## src/rtl/fifo_arb_pkg.sv

```systemverilog
// Shared types and width helpers for the FIFO write arbiter.
package fifo_arb_pkg;

   typedef enum logic {ARB_IDLE, ARB_GRANT} arb_state_t;

   function automatic int id_w(input int n);
      return (n > 1) ? $clog2(n) : 1;
   endfunction

   localparam int DEF_NUM_REQ = 4;
   localparam int DEF_ID_W    = id_w(DEF_NUM_REQ);

endpackage

```

## src/rtl/rr_picker.sv

```systemverilog
// Combinational round-robin select: first set request strictly after last.
module rr_picker
   import fifo_arb_pkg::*;
#(
   parameter int N  = 4,
   parameter int IW = id_w(N)
) (
   input  logic [N-1:0]  req,
   input  logic [IW-1:0] last,
   output logic          found,
   output logic [IW-1:0] idx
);

   localparam logic [IW:0] NV = (IW+1)'(N);

   logic [N-1:0] rot;
   logic [IW:0]  base;
   logic [IW:0]  off;
   logic [IW:0]  sum;

   always_comb begin
      base = {1'b0, last} + (IW+1)'(1);
      // Rotating the doubled vector puts last+1 at bit 0.
      rot  = N'({req, req} >> base);
      off  = '0;
      for (int i = N-1; i >= 0; i--) begin
         if (rot[i]) off = (IW+1)'(i);
      end
      sum = base + off;
      if (sum >= NV) sum = sum - NV;
      found = |req;
      idx   = sum[IW-1:0];
   end

endmodule

```

## src/rtl/fifo_wr_arb.sv

```systemverilog
// Round-robin burst arbiter driving the write port of one synchronous FIFO.
module fifo_wr_arb
   import fifo_arb_pkg::*;
#(
   parameter int NUM_REQ    = 4,
   parameter int DATA_WIDTH = 32,
   parameter int BURST_LEN  = 4
) (
   input  logic                          clk,
   input  logic                          rst,
   input  logic [NUM_REQ-1:0]            req_valid_i,
   input  logic [NUM_REQ*DATA_WIDTH-1:0] req_data_i,
   output logic [NUM_REQ-1:0]            req_ready_o,
   input  logic                          fifo_full_i,
   input  logic                          fifo_almost_full_i,
   output logic                          fifo_wren_o,
   output logic [DATA_WIDTH-1:0]         fifo_wdata_o,
   output logic                          gnt_valid_o,
   output logic [id_w(NUM_REQ)-1:0]      gnt_id_o
);

   localparam int IW = id_w(NUM_REQ);
   localparam int CW = $clog2(BURST_LEN) + 1;

   localparam logic [CW-1:0] LAST_BEAT = CW'(BURST_LEN - 1);
   localparam logic [IW-1:0] LAST_RST  = IW'(NUM_REQ - 1);

   arb_state_t    state;
   arb_state_t    state_nxt;
   logic [IW-1:0] gnt_id;
   logic [IW-1:0] gnt_id_nxt;
   logic [IW-1:0] last_id;
   logic [IW-1:0] last_id_nxt;
   logic [IW-1:0] pick_id;
   logic [CW-1:0] beat_cnt;
   logic [CW-1:0] beat_cnt_nxt;
   logic          pick_found;
   logic          in_grant;
   logic          open;
   logic          beat;

   rr_picker #(
      .N  (NUM_REQ),
      .IW (IW)
   ) u_pick (
      .req   (req_valid_i),
      .last  (last_id),
      .found (pick_found),
      .idx   (pick_id)
   );

   // Write gated on the live full flag and suppressed during reset.
   assign in_grant     = (state == ARB_GRANT);
   assign open         = in_grant & ~fifo_full_i & ~rst;
   assign beat         = open & req_valid_i[gnt_id];
   assign req_ready_o  = open ? (NUM_REQ'(1) << gnt_id) : '0;
   assign fifo_wren_o  = beat;
   assign fifo_wdata_o = req_data_i[gnt_id*DATA_WIDTH +: DATA_WIDTH];
   assign gnt_valid_o  = in_grant;
   assign gnt_id_o     = gnt_id;

   always_comb begin
      state_nxt    = state;
      gnt_id_nxt   = gnt_id;
      last_id_nxt  = last_id;
      beat_cnt_nxt = beat_cnt;
      unique case (state)
         ARB_IDLE: begin
            if (pick_found && !fifo_almost_full_i) begin
               state_nxt    = ARB_GRANT;
               gnt_id_nxt   = pick_id;
               last_id_nxt  = pick_id;
               beat_cnt_nxt = '0;
            end
         end
         ARB_GRANT: begin
            if (!req_valid_i[gnt_id]) begin
               state_nxt = ARB_IDLE;
            end else if (beat) begin
               if (beat_cnt == LAST_BEAT) state_nxt = ARB_IDLE;
               else beat_cnt_nxt = beat_cnt + CW'(1);
            end
         end
      endcase
   end

   always_ff @(posedge clk) begin
      if (rst) begin
         state    <= ARB_IDLE;
         gnt_id   <= '0;
         last_id  <= LAST_RST;
         beat_cnt <= '0;
      end else begin
         state    <= state_nxt;
         gnt_id   <= gnt_id_nxt;
         last_id  <= last_id_nxt;
         beat_cnt <= beat_cnt_nxt;
      end
   end

endmodule

```

## config.mk

```make
export PLATFORM = sky130hd
export DESIGN_NAME = fifo_wr_arb
export DESIGN_NICKNAME = d
export VERILOG_FILES = /design/src/rtl/fifo_arb_pkg.sv /design/src/rtl/rr_picker.sv /design/src/rtl/fifo_wr_arb.sv
export SDC_FILE = /design/constraint.sdc
export NUM_CORES = 1
export LEC_CHECK = 0
export CAP_MARGIN = 20
export CORE_AREA = 2 2 84 70
export CTS_BUF_LIST = sky130_fd_sc_hd__clkbuf_2 sky130_fd_sc_hd__clkbuf_4 sky130_fd_sc_hd__clkbuf_8
export DETAILED_ROUTE_END_ITERATION = 12
export DIE_AREA = 0 0 86 72
export PLACE_DENSITY = 0.81
export SLEW_MARGIN = 20
export SYNTH_ARGS = -nofsm -noshare
export SYNTH_HDL_FRONTEND = slang
export SYNTH_SLANG_ARGS = --single-unit
```

## constraint.sdc

```tcl
create_clock -name clk -period 2.8 [get_ports clk]
set_input_delay 0.56 -clock clk [delete_from_list [all_inputs] [get_ports clk]]
set_output_delay 0.56 -clock clk [all_outputs]
set_load 0.1 [all_outputs]
```

==> run_results.csv <==
group,metric,value,unit
status,status,"finished, final reports clean",
global_route,overflow,0,
critical_path,max_stage_delay,0.53,ns
global_route,grt_pass1_wl,10.2,mm
clock_network,cts.sinks,8,
yosys,synthAdderAreaFrac,2.70,%
yosys,syn_avg_cell_area,11.0,sq um
sta,finalSetupViolations,0,
pwr,power_density,483,nW/um^2
place,placed_cell_area,3680,sq um
detailed_routing,drt-wirelength-per-cell,18.7,microns
yosys,synth_seq_cells,8,
clock_network,cts.htree.levels,1,
pwr,p_leak,1.40,nW
sta,period_needed,2.72,ns
clock_network,clk_latency,0.22,ns
clock_network,tritoncts,"yes",
global_route,grt_max_degree,28,
floorplan,coreArea,5320,sq um
sta,fmax,0.367,GHz
yosys,syn_nets,265,
sta,fin_crit_sh,97.3,%
yosys,synth-xor-area-share,0.629,%
place,gp_congestion,0.841,
floorplan,die_x,86,microns
yosys,synth_top_cell_by_area,"mux4_2",
global_route,grt_pass1_vias,2026,
yosys,synth_top_area_share,51.8,%
clock_network,cts_hold_buf,0,
detailed_routing,drc,0,
critical_path,end_kind,"output pin",
yosys,synth-seq-area-share,11.5,%
layout,num_antenna_cells,0,
critical_path,critical_path_arrival,2.16,ns
place,port_buffers,175,
clock_network,clkSlewWorstSetupHoldPaths,0.04,ns
yosys,synthMuxAreaShare,53.7,%
yosys,synth.distinct_cells,36,
yosys,synth_edf_count,0,
layout,postLayoutCoreUtil,70.2,%
clock_network,cts_buffer_depth,2,
layout,design_area,3730,sq um
place,place_worst_setup_slack,-0.120,ns
floorplan,start_util,26.2,%
clock_network,root_buffer,"clkbuf_8",
layout,fin_cells,368,
layout,layout-drive-gt1-share,31.7,%
yosys,ys_async_sr_fraction,0,%
yosys,synth_area_leaders,"mux4_2 (52%), dfxtp_1 (12%), nor2_1 (4.0%)",
sta,hold_violations,0,
critical_path,cp_max_fo,5,
global_route,antenna_found_initial,0,
detailed_routing,dr.pass1.iters,4,
detailed_routing,drt-total-wl,6.90,mm
layout,nNetsFinal,444,
yosys,syn-cell-area,1390,sq um
detailed_routing,drt_first_iter_violations,82,
layout,syn2layout_area_growth,168,%
floorplan,die_h,72,microns
worst_hold_path,min_path_type,"reg -> reg",
clock_network,post-cts-setup-buffer-count,0,
yosys,yosysWarnings,0,
floorplan,die_area,6190,sq um
critical_path,crit_required,2.24,ns
critical_path,start_kind,"primary input",
sta,rsz0062_at_grt,"no",
critical_path,cp_num_buf_inv,4,
yosys,ys.flop_type,"dfxtp_1",
sta,fin_skew,0.000434,ns
run,cap_violations,0,
floorplan,rows,24,
global_route,grt_usage,21.5,%
yosys,synth_top_family_by_area,"multiplexers",
detailed_routing,detail-route-antenna-nets,0,
yosys,synthCells,126,
yosys,yosysMostFrequentCell,"mux4_2",
critical_path,timing.critical_path.slowest_stage_cell,"mux4_1",
pwr,vdd_ir_drop_max,0.000299,V
critical_path,path_cells,"clkdlybuf4s50_1 > buf_4 > mux4_1 > nand2_1 > inv_1 > buf_12",
critical_path,cp_top_family,"buffers and inverters",
clock_network,cts_inserted_buffers,3,
sta,setup_ws,0.0763,ns
detailed_routing,via_per_inst,5.25,
sta,tightest_slew,0.381,ns
sta,slew_headroom,74.6,%
floorplan,num_io_pins,176,
sta,timing.setup.tns,0,ns
yosys,synth_compound_area_share,9.71,%
critical_path,path_class,"in -> out",
yosys,synthSimpleGateAreaFrac,15.9,%
place,dp.cells,365,
yosys,ys_top_cells_by_count,"mux4_2 (32), nor2_1 (15), dfxtp_1 (8)",
place,place_hpwl,6.04,mm
sta,final_max_slew_viol_count,0,
detailed_routing,vias,1933,
-- state kept, by name (all words and copies together) (netlist names) --
name,cells
gnt_id_o,2
beat_cnt,3
gnt_valid_o,1
last_id,2
-- layout by cell type (no fill, tap or decap), types with 4 or more instances in the layout --
cell / instances
clkdlybuf4s50_1: 133
buf_12: 40
mux4_2: 32
nor2_1: 13
buf_4: 13
nand2_1: 7
a21oi_1: 6
dfxtp_1: 6
nand3_1: 4
-- final timing paths --
kind                   from           to  slack, ns  depth (start not counted)
max reg2reg      last_id[0]   last_id[1]       0.36                          9
max          req_valid_i[2]  fifo_wren_o       0.08                          6
min             beat_cnt[1]  beat_cnt[1]       0.48                          2
min reg2reg     beat_cnt[1]  beat_cnt[1]       0.48                          2
-- metal layers --
layer	routed length [microns]	GRT usage, %
met1	2390	24.8
met2	3750	39.7
met5	0	0
met4	141	6.00
met3	605	5.12
-- final cells by class --
| cell class | count | area (sq um) |
|---|---|---|
| Clock buffer | 3 | 41.3 |
| Multi-Input combinational cell | 101 | 1180 |
| Timing Repair Buffer | 188 | 2250 |
| Fill cell | 366 | 1590 |
| Sequential cell | 8 | 163 |
| Inverter | 3 | 11.3 |
| Tap cell | 65 | 81.3 |
-- power breakdown --
| part | switching, W | internal [W] |
|---|---|---|
| Clock | 0.0000431 | 0.0000929 |
| Combinational | 0.000858 | 0.000655 |
| Sequential | 0.0000276 | 0.000125 |
| Total | 0.000928 | 0.000873 |
-- logic make-up (layout without fill, tap and decap cells) --
| logic type | count (synthesis) | count (layout) |
|---|---|---|
| AOI/OAI and AO/OA | 20 | 20 |
| xor gates and xnor gates | 1 | 1 |
| adders and majority gates | 3 | 3 |
| buffers and inverters | 17 | 194 |
| DFF | 8 | 8 |
| muxes | 33 | 33 |
| and+or+nand+nor | 44 | 44 |
-- worst register-to-register path, cell delays in order (launching register included) --
cell and delay (ns):
dfxtp_1 0.50, inv_1 0.15, nor2_1 0.12, a221oi_1 0.07, a31oi_1 0.18, a211oi_1 0.07
ha_1 0.22, or4_4 0.53, and3_1 0.18, or3_1 0.30
-- metrics by stage --
stage          power (W)  hold WS (ns)
4_1_cts          0.00182         0.484
3_3_place_gp     0.00166         0.461
2_1_floorplan    0.00104         0.452
5_1_grt          0.00186         0.523
3_5_place_dp     0.00167         0.478
6_report         0.00180         0.480
-- repair_timing --
item / 4_1_cts / 5_1_grt
endpoints found under the setup margin: 0 / 2
resized for setup: 0 / 2
endpoints found under the hold margin: 0 / 0
(Power assumes the default switching activity.)
